[src/rtl/mem_port_arbiter.sv]
// Round-robin arbiter sharing one memory port between imem and dmem, with an
// in-order outstanding-tag FIFO that steers memory responses back to their requester.
package mem_port_arbiter_pkg;
    typedef struct packed {
        logic [31:0] addr;
        logic [31:0] data;
        logic        we;
    } mem_pkt_t;
endpackage

module mem_port_arbiter
    import mem_port_arbiter_pkg::*;
#(
    parameter int unsigned MAX_OUTSTANDING = 4,
    parameter int unsigned CNT_W           = $clog2(MAX_OUTSTANDING) + 1
) (
    input  logic             clk,
    input  logic             rst,
    input  logic             imem_req_vld,
    output logic             imem_req_rdy,
    input  mem_pkt_t         imem_req,
    output logic             imem_rsp_vld,
    input  logic             imem_rsp_rdy,
    output mem_pkt_t         imem_rsp,
    input  logic             dmem_req_vld,
    output logic             dmem_req_rdy,
    input  mem_pkt_t         dmem_req,
    output logic             dmem_rsp_vld,
    input  logic             dmem_rsp_rdy,
    output mem_pkt_t         dmem_rsp,
    output logic             mem_req_vld,
    input  logic             mem_req_rdy,
    output mem_pkt_t         mem_req,
    input  logic             mem_rsp_vld,
    output logic             mem_rsp_rdy,
    input  mem_pkt_t         mem_rsp,
    output logic [CNT_W-1:0] outstanding_cnt,
    output logic             rsp_err
);

    localparam int unsigned PTR_W = $clog2(MAX_OUTSTANDING);

    typedef enum logic {ST_IDLE, ST_LOCKED} state_e;

    state_e                     state_q;
    logic                       locked_src_q;
    logic                       last_grant_q;
    logic [CNT_W-1:0]           cnt_q, cnt_d;
    logic [PTR_W-1:0]           wr_ptr_q, rd_ptr_q;
    logic [MAX_OUTSTANDING-1:0] tag_q;
    logic                       rsp_err_q;

    logic grant_dmem;
    logic fifo_full, fifo_empty;
    logic head_dmem;
    logic push, pop, err_set;

    assign fifo_full  = (cnt_q == CNT_W'(MAX_OUTSTANDING));
    assign fifo_empty = (cnt_q == '0);
    assign head_dmem  = tag_q[rd_ptr_q];

    // Grant: held while locked, otherwise the lone requester or the one not served last
    always_comb begin
        grant_dmem = 1'b0;
        if (state_q == ST_LOCKED) begin
            grant_dmem = locked_src_q;
        end else if (imem_req_vld && dmem_req_vld) begin
            grant_dmem = ~last_grant_q;
        end else begin
            grant_dmem = dmem_req_vld;
        end
    end

    always_comb begin
        mem_req      = grant_dmem ? dmem_req : imem_req;
        mem_req_vld  = ~rst & ~fifo_full & (grant_dmem ? dmem_req_vld : imem_req_vld);
        imem_req_rdy = ~rst & ~fifo_full & ~grant_dmem & mem_req_rdy;
        dmem_req_rdy = ~rst & ~fifo_full &  grant_dmem & mem_req_rdy;
        push         = mem_req_vld & mem_req_rdy;
    end

    // Responses follow the FIFO head; with nothing outstanding they are drained and flagged
    always_comb begin
        imem_rsp     = mem_rsp;
        dmem_rsp     = mem_rsp;
        imem_rsp_vld = 1'b0;
        dmem_rsp_vld = 1'b0;
        mem_rsp_rdy  = 1'b1;
        err_set      = 1'b0;
        if (!fifo_empty) begin
            imem_rsp_vld = mem_rsp_vld & ~head_dmem;
            dmem_rsp_vld = mem_rsp_vld &  head_dmem;
            mem_rsp_rdy  = head_dmem ? dmem_rsp_rdy : imem_rsp_rdy;
        end else begin
            err_set = mem_rsp_vld & ~rst;
        end
        pop   = ~fifo_empty & mem_rsp_vld & mem_rsp_rdy;
        cnt_d = cnt_q + CNT_W'(push) - CNT_W'(pop);
    end

    always_ff @(posedge clk or posedge rst) begin
        if (rst) begin
            state_q      <= ST_IDLE;
            locked_src_q <= 1'b0;
            last_grant_q <= 1'b1;
            cnt_q        <= '0;
            wr_ptr_q     <= '0;
            rd_ptr_q     <= '0;
            tag_q        <= '0;
            rsp_err_q    <= 1'b0;
        end else begin
            case (state_q)
                ST_IDLE: begin
                    if (mem_req_vld && !mem_req_rdy) begin
                        state_q      <= ST_LOCKED;
                        locked_src_q <= grant_dmem;
                    end
                end
                ST_LOCKED: begin
                    if (push) state_q <= ST_IDLE;
                end
                default: state_q <= ST_IDLE;
            endcase
            if (push) begin
                last_grant_q    <= grant_dmem;
                tag_q[wr_ptr_q] <= grant_dmem;
                wr_ptr_q        <= wr_ptr_q + PTR_W'(1);
            end
            if (pop) rd_ptr_q <= rd_ptr_q + PTR_W'(1);
            if (err_set) rsp_err_q <= 1'b1;
            cnt_q <= cnt_d;
        end
    end

    assign outstanding_cnt = cnt_q;
    assign rsp_err         = rsp_err_q;

endmodule

[config.mk]
export PLATFORM = sky130hd
export DESIGN_NAME = mem_port_arbiter
export DESIGN_NICKNAME = d
export VERILOG_FILES = /design/src/rtl/mem_port_arbiter.sv
export SDC_FILE = /design/constraint.sdc
export NUM_CORES = 1
export LEC_CHECK = 0
export ABC_AREA = 1
export CAP_MARGIN = 5
export CORE_AREA = 8 8 154 156
export CTS_CLUSTER_DIAMETER = 200
export CTS_CLUSTER_SIZE = 16
export DETAILED_ROUTE_END_ITERATION = 6
export DIE_AREA = 0 0 162 164
export PLACE_DENSITY = 0.5
export SKIP_CTS_REPAIR_TIMING = 1
export SYNTH_ARGS = -nofsm -noshare
export SYNTH_HDL_FRONTEND = slang
export SYNTH_SLANG_ARGS = --single-unit
[constraint.sdc]
create_clock -name clk -period 1.9 [get_ports clk]
set_input_delay 0.19 -clock clk [delete_from_list [all_inputs] [get_ports clk]]
set_output_delay 0.19 -clock clk [all_outputs]
set_load 0.005 [all_outputs]
# After elaboration in Yosys (flattened, before gate mapping)
# Cells that the tools add are included.
# W data, S select, Z words.
[word_totals]
wordCells = 58
input_bits = 203
regBits = 15
[classes]
eq_ne = 1
bitwise = 19
n_lt_le_gt_ge = 3
n_reduce_logical = 6
n_mux = 17
n_addsub = 4
[ops]
columns = ["operator", "count"]
rows = [
  ["$mux W65", 1],
  ["$and A1 B1 Y1", 12],
  ["$mux W1", 12],
  ["$not A1 Y1", 7],
  ["$lt A2 B3 Y1 const B", 2],
  ["$add A2 B1 Y2 const B", 2],
  ["$bwmux W4", 1],
  ["$add A3 B1 Y3", 1],
  ["$eq A3 B3 Y1 const B", 1],
  ["$logic_and A1 B1 Y1", 3],
  ["$logic_not A3 Y1", 1],
  ["$sub A3 B1 Y3", 1],
  ["$bmux W1 S2", 1],
  ["$demux W1 S2", 1],
  ["$ge A2 B1 Y1 const B", 1],
  ["$pmux W1 S2", 1],
  ["$reduce_and A2 Y1", 1],
  ["$logic_not A1 Y1", 1],
]

# Depth between registers and ports, before layout
# Gate-level depths: netlist of run 1.
[depth]
depth_word = 8
depth_mapped = 14

# Worst setup path before layout of run 1
# OpenSTA, ideal clock, no wires.
[synth_timing]
path_kind = "reg-to-reg"
from = "register rd_ptr_q[0]"
to = "register cnt_q[2], in the netlist outstanding_cnt[2]"
stages_incl_launch_ff = 15
setup_ns = 0.123
setup_slack_ns = -0.171
arrival_time_ns = 1.948
synth_period_minus_slack_ns = 2.071
required_ns = 1.777
path_cell_list = "dfrtp_1 -> inv_1 -> nand2_1 -> nand3_1 -> nand2_1 -> nand2_1 -> nand3_2 -> nand2_1 -> inv_1 -> ha_1 -> inv_1 -> ha_1 -> inv_1 -> fa_1 -> xnor2_1"
[synth_between]
elab_chain_len = 6
[synth_lines]
columns = ["item", "line", "text"]
rows = [
  ["start, declared", "49", "logic [PTR_W-1:0] wr_ptr_q, rd_ptr_q;"],
  ["start signal, assigned", "129", "if (pop) rd_ptr_q <= rd_ptr_q + PTR_W'(1);"],
  ["$bmux W1 S2", "60", "assign head_dmem = tag_q[rd_ptr_q];"],
  ["$mux W1 (implied by the code)", "60", ""],
  ["$mux W1", "93", "mem_rsp_rdy = head_dmem ? dmem_rsp_rdy : imem_rsp_rdy;"],
  ["$mux W1", "90", "if (!fifo_empty) begin"],
  ["via mem_rsp_rdy", "35", "output logic mem_rsp_rdy,"],
  ["$and A1 B1 Y1", "97", "pop = ~fifo_empty & mem_rsp_vld & mem_rsp_rdy;"],
  ["via pop", "56", "logic push, pop, err_set;"],
  ["$sub A3 B1 Y3", "98", "cnt_d = cnt_q + CNT_W'(push) - CNT_W'(pop);"],
  ["via cnt_d[2]", "48", "logic [CNT_W-1:0] cnt_q, cnt_d;"],
  ["end signal, assigned", "131", "cnt_q <= cnt_d;"],
  ["end, declared", "48", ""],
]
# The timed path passes the listed nets, and every way through them passes these cells. The select of a mux whose other input is x is not followed.
# A chain may end at the register's enable or synchronous reset.

==> flow_summary.toml, run 1 <==
[floorplanning]
start_util = 0.1406
coreArea_um2 = 21350
die_area_um2 = 26570
die_w_um = 162
rows = 54
die_height_um = 164
ios = 408

[cts]
clkTransAtPathRegs_ns = 0.05
h-tree-depth = 1
clk_latency_ns = 0.25
clock_sinks = 15
numCtsBuffers = 3
clockBufferDepth = 2
cts_root_buf = "clkbuf_16"
cts_tree = "yes"

[critical_path]
ff2ff_setup_slack_ns = -0.18
r2r-end = "outstanding_cnt[1]"
critical_path.max_fanout = 9
ff2ff_path_depth = 14
cp-startpoint = "last_grant_q"
worstPathRequired_ns = 1.71
startpoint_type = "flop"
cpMaxStageDelayCell = "dfstp_2"
r2r-start = "rd_ptr_q[0]"
cp-endpoint = "mem_req[20]"
crit_type = "flop to primary output"
crit_path_end_kind = "primary output"
max_stage_delay_ns = 0.53
arrival_ns = 2.02
crit_path_cell_trace = "nand2_2 -> nand3_4 -> nand2_8 -> buf_4 -> mux2_4 -> clkdlybuf4s50_1"

[pwr]
switching_share = 0.3511
netSwitchingPower_mw = 1.851
clockPowerShare = 0.080
power_density_nw_per_um2 = 1100
p_leak_nw = 2.181
p_int_mw = 3.421
pwr-share-seq = 0.115
ir_worst_vdd_v = 0.0003320
combPwrFrac = 0.805

[route]
drc = 0
drt-initial-drc-count = 99
postRouteAntennaNets = 0
drt_wl_total_um = 12210
vias = 2439
first_pass_iters = 4
viasPerCell = 3.460
wl_per_cell_um = 17.32

[grt]
grt_overflow = 0
grt_pass1_vias = 2674
grtUsageTotal = 0.08436
grt_pass1_wl_um = 17130
antenna_found_initial = 0
grt_start_max_net_pins = 21

[synth]
ys_warn_count = 0
synthCells = 311
syn_nets = 521
yosysSeqAreaShare = 0.1254
postSynthAreaPerCell_um2 = 9.656
synth.distinct_cells = 27
syn-cell-area_um2 = 3003
ys_seq_elements = 15

[finish]
finalNetCount = 636
fillers = 2333
syn_to_final_growth_pct = 59.63
drive_gt1_frac = 0.3365
finalNonFillerCells = 705
multi_input_area_um2 = 1503
seqCellArea_um2 = 376.6
insertedDiodeCount = 0

[sta]
fin_worst_skew_ns = 0.001610
maxSlewViolCount = 0
hold_violations = 0
setup_slack_ns = -0.3117
fmax_ghz = 0.4522
fin_crit_sh = 1.164
setup_viol = 55
hold_ws_ns = 0.3800
worst_pin_slew_ns = 0.2249
fin_crit_ns = 2.212
rsz0062_at_grt = "true"
maxSlewHeadroom = 0.8497

[flow_run]
maxCapViolCount = 0

[placement]
place.gp.congestion = 0.8038
dp_hpwl_um = 10680
port_buffers = 212
dp_cells = 694

[run_status]
status = "complete, but fails checks"
violations = "negative setup slack"

[min_path]
hp-class = "input pin to primary output"
## placed cells by master, fill, tap and decap left out, types with 7 or more instances in the layout
cell type / n
nand2_2: 7
mux2_4: 62
nand2_1: 21
clkdlybuf4s50_1: 188
buf_4: 32
clkbuf_2: 10
inv_1: 18
nand3_1: 7
dlymetal6s2s_1: 13
dfrtp_1: 14
## power by group through the flow
stage	clock [mW]	combinational [mW]	sequential, mW
2_1_floorplan	0	2.45	0.608
3_3_place_gp	0	4.11	0.606
3_5_place_dp	0	4.16	0.607
4_1_cts	0.430	4.18	0.603
5_1_grt	0.439	4.57	0.628
6_report	0.419	4.25	0.607
## how the worst min path moves through the flow
stage | to | from | slack (ns) | depth (start not counted)
after floorplan | async pin | rst | 0.1 | 1
after detailed placement | dmem_rsp[11] | mem_rsp[11] | 0.38 | 0
final | dmem_rsp[23] | mem_rsp[23] | 0.38 | 0
after global placement | dmem_rsp[11] | mem_rsp[11] | 0.38 | 0
after global routing | dmem_rsp[11] | mem_rsp[11] | 0.38 | 0
after CTS | dmem_rsp[11] | mem_rsp[11] | 0.38 | 0
## final cells by class
type	instances	share of cell area
Timing Repair Buffer	247	0.5001
Multi-Input combinational cell	136	0.3135
Sequential cell	15	0.07857
Tap cell	280	0.07309
Inverter	23	0.01801
Clock buffer	3	0.01566
Clock inverter	1	0.001044
## through the flow
step	instance area, µm²	util	setup TNS, ns	worst slack (ns)	total power [mW]
6_report	4793	0.2245	-13.80	-0.3117	5.272
5_1_grt	4793	0.2245	-18.26	-0.3812	5.639
4_1_cts	4696	0.2199	-21.51	-0.3754	5.216
3_5_place_dp	4616	0.2162	-15.93	-0.3533	4.771
3_3_place_gp	4616	0.2162	-15.84	-0.3365	4.712
2_1_floorplan	3018	-	-0.2588	-0.1303	3.059
## worst max-delay path, delay by kind of cell (launching register included)
kind | cells | cell delay (ns)
AND/OR/NAND/NOR | 3 | 0.25
flip-flops | 1 | 0.53
multiplexers | 1 | 0.32
buffers and inverters | 2 | 0.66
## sequential cells by signal, summed over array words and instances, names as in the netlist, named ones only
register         count
rd_ptr_q             2
wr_ptr_q             2
rsp_err              1
last_grant_q         1
locked_src_q         1
outstanding_cnt      3
tag_q                4
## Yosys cell counts, drive strengths merged
cell,instances,area [µm²]
nand3b,1,7.510
a21oi,3,18.77
o21ai,2,10.01
dfrtp,14,350.3
buf,137,1107
mux2,65,964.7
fa,1,20.02
nor3b,1,7.510
nand2,29,125.1
inv,23,86.33
xnor2,2,17.52
nor2,5,26.27
xor2,2,17.52
ha,6,75.07
dfstp,1,26.28
nand4,1,12.51
nand3,13,92.59
o21bai,5,37.54
## routing by layer
layer  GRT usage  wire length, µm
met5     0.01512               57
met4     0.01641               77
met3     0.06040             2007
met2      0.1407             5639
met1     0.08395             4432
## cell families after synthesis
logic type	share of synthesized area
xor+xnor	0.01167
simple gates	0.09042
compound gates	0.02209
fa+ha+maj	0.03167
buf+inv	0.3975
mux	0.3212
flops	0.1254
(Power assumes the default switching activity.)
==> run 2, diff against run 1 <==
--- a/config.mk
+++ b/config.mk
@@ -7,12 +7,12 @@
 export LEC_CHECK = 0
 export ABC_AREA = 1
 export CAP_MARGIN = 5
-export CORE_AREA = 8 8 154 156
+export CORE_AREA = 2 2 158 160
 export CTS_CLUSTER_DIAMETER = 200
 export CTS_CLUSTER_SIZE = 16
 export DETAILED_ROUTE_END_ITERATION = 6
-export DIE_AREA = 0 0 162 164
-export PLACE_DENSITY = 0.5
+export DIE_AREA = 0 0 160 162
+export PLACE_DENSITY = 0.43
 export SKIP_CTS_REPAIR_TIMING = 1
 export SYNTH_ARGS = -nofsm -noshare
 export SYNTH_HDL_FRONTEND = slang
==> constraint.sdc (replaced) <==
create_clock -name clk -period 2.8 [get_ports clk]
set_input_delay 0.28 -clock clk [delete_from_list [all_inputs] [get_ports clk]]
set_output_delay 0.28 -clock clk [all_outputs]
set_load 0.005 [all_outputs]
==> run 2 against run 1 <==
The flow now finishes without violations. Setup slack better by 0.61 ns. Clock power down 34%. Register-to-register slack better by 0.72 ns. Non-clock buffer count down 22. Design area down 4.0%. Largest power group unchanged.
==> flow_summary.toml, run 2 (synthesis gave the netlist of run 1 again) <==
[run_status]
status = "finished clean"

[placement]
place.gp.congestion = 0.8813
dp_hpwl_um = 9365
port_buffers = 212

[finish]
insertedDiodeCount = 0
finalNetCount = 614
top_register = "tag_q"
layout_common_cells = "clkdlybuf4s50_1, mux2_4, nand2_1, inv_1, dfrtp_1"
largest_register_ff_count = 4
final_common_cell = "clkdlybuf4s50_1"
fillers = 2694
drive_gt1_frac = 0.2258
syn_to_final_growth_pct = 53.17
fin_util = 0.1908

[pwr]
ir_worst_vdd_v = 0.0003437
p_leak_nw = 1.905
power_mw = 3.208
power_density_nw_per_um2 = 697.5

[critical_path]
max_stage_delay_ns = 0.53
crit_buf_inv = 3
ff2ff_setup_slack_ns = 0.54
startpoint_type = "input pin"
crit_top_cell = "clkdlybuf4s50_1"
crit_path_end_kind = "primary output"
cpMaxStageDelayCell = "clkdlybuf4s50_1"
critical-path-top-delay-family = "buffers and inverters"
r2r-start = "outstanding_cnt[1]"
worstPathRequired_ns = 2.52
crit_type = "input pin to primary output"
critical_path.max_fanout = 30
r2r-end = "outstanding_cnt[2]"
ff2ff_path_depth = 12
cp-startpoint = "dmem_req_vld"
arrival_ns = 2.23
crit_path_cell_trace = "clkdlybuf4s50_1 -> nand3_4 -> nand2_8 -> buf_4 -> mux2_4 -> clkdlybuf4s50_1"

[cts]
clk_latency_ns = 0.24
clockBufferDepth = 2
clock_sinks = 15
cts_tree = "yes"
clkTransAtPathRegs_ns = 0.05
cts_root_buf = "clkbuf_16"
numCtsBuffers = 3
h-tree-depth = 1

[grt]
grt_start_max_net_pins = 31
gr-usage-met1 = 0.08949
grt_use_met3 = 0.06563
grt_pass1_wl_um = 15220
grt_overflow = 0
grtUsageTotal = 0.07652
grt_pass1_vias = 2412
antenna_found_initial = 0
gr-usage-met2 = 0.1051
grt.busiest_layer = "met2"

[sta]
fin_crit_sh = 0.8948
setup_viol = 0
hold_violations = 0
finalSetupTns_ns = 0
maxSlewViolCount = 0
fmax_ghz = 0.3991
fin_crit_ns = 2.506
rsz0062_at_grt = "false"
worst_pin_slew_ns = 0.3121
maxSlewHeadroom = 0.7914
fin_worst_skew_ns = 0.004162

[floorplanning]
die_height_um = 162
rows = 57
coreArea_um2 = 24110
ios = 408
die_w_um = 160
start_util = 0.1246
die_area_um2 = 25920

[route]
wl_per_cell_um = 14.83
first_pass_iters = 4
drt-initial-drc-count = 72
viasPerCell = 3.160
drt_wl_total_um = 10780
drc = 0
vias = 2297
postRouteAntennaNets = 0

[flow_run]
maxCapViolCount = 0

[min_path]
hp-class = "input pin to async pin"
## run 2: cell types whose count changed in the layout (fill, tap and decap cells not counted), moves of 2 or more
cell	change
clkdlybuf4s50_1	+24
buf_4	-19
dlymetal6s2s_1	-13
clkbuf_2	-10
nand2_1	+7
nand2_2	-7
inv_1	+4
inv_2	-4
buf_12	-2
buf_6	-2
ha_1	+2
ha_4	-2
nand3_1	+2
## run 2: through the flow
stage	cell area (µm²)	hold slack, ns	instances	setup WS [ns]
2_1_floorplan	3003	0.1888	311	0.7291
3_3_place_gp	4521	0.4752	723	0.2687
6_report	4599	0.4485	727	0.2944
3_5_place_dp	4521	0.4735	723	0.2530
5_1_grt	4599	0.4993	727	0.1838
4_1_cts	4599	0.4833	727	0.2449
## run 2: worst max path at each step
stage	end	slack (ns)	depth (start not counted)
2_1_floorplan	outstanding_cnt[2]	0.73	14
3_3_place_gp	mem_req[27]	0.27	7
3_5_place_dp	mem_req[27]	0.25	6
4_1_cts	mem_req[27]	0.24	6
5_1_grt	mem_req[27]	0.18	6
6_report	mem_req[27]	0.29	6
## run 2: layout make-up
type | count | area [µm²] | share of cell area
Sequential cell | 15 | 376.6 | 0.08188
Tap cell | 324 | 405.4 | 0.08814
Inverter | 23 | 86.33 | 0.01877
Timing Repair Buffer | 225 | 2220 | 0.4826
Clock buffer | 4 | 78.83 | 0.01714
Multi-Input combinational cell | 136 | 1433 | 0.3115
## run 2: worst reg2reg max path, delay by kind of cell (launching register included)
| family | cells | cell delay, ns |
|---|---|---|
| xor gates and xnor gates | 1 | 0.14 |
| and+or+nand+nor | 4 | 0.58 |
| DFF | 1 | 0.44 |
| buffers and inverters | 4 | 0.22 |
| adders and majority gates | 3 | 0.77 |
## run 2: report_power, final
part	total (mW)	switching, mW	internal, mW	leakage (nW)
combinational	2.50	0.920	1.58	1.69
clock	0.276	0.0837	0.193	0.0382
sequential	0.429	0.0983	0.331	0.177
total	3.21	1.10	2.11	1.90
## run 2: per-layer routing
layer / up-vias / share of wire
met2: 257 / 0.40
met3: 6 / 0.20
met4: 2 / 0.0082
met1: 974 / 0.39
met5: - / 0.0054
li1: 1058 / -
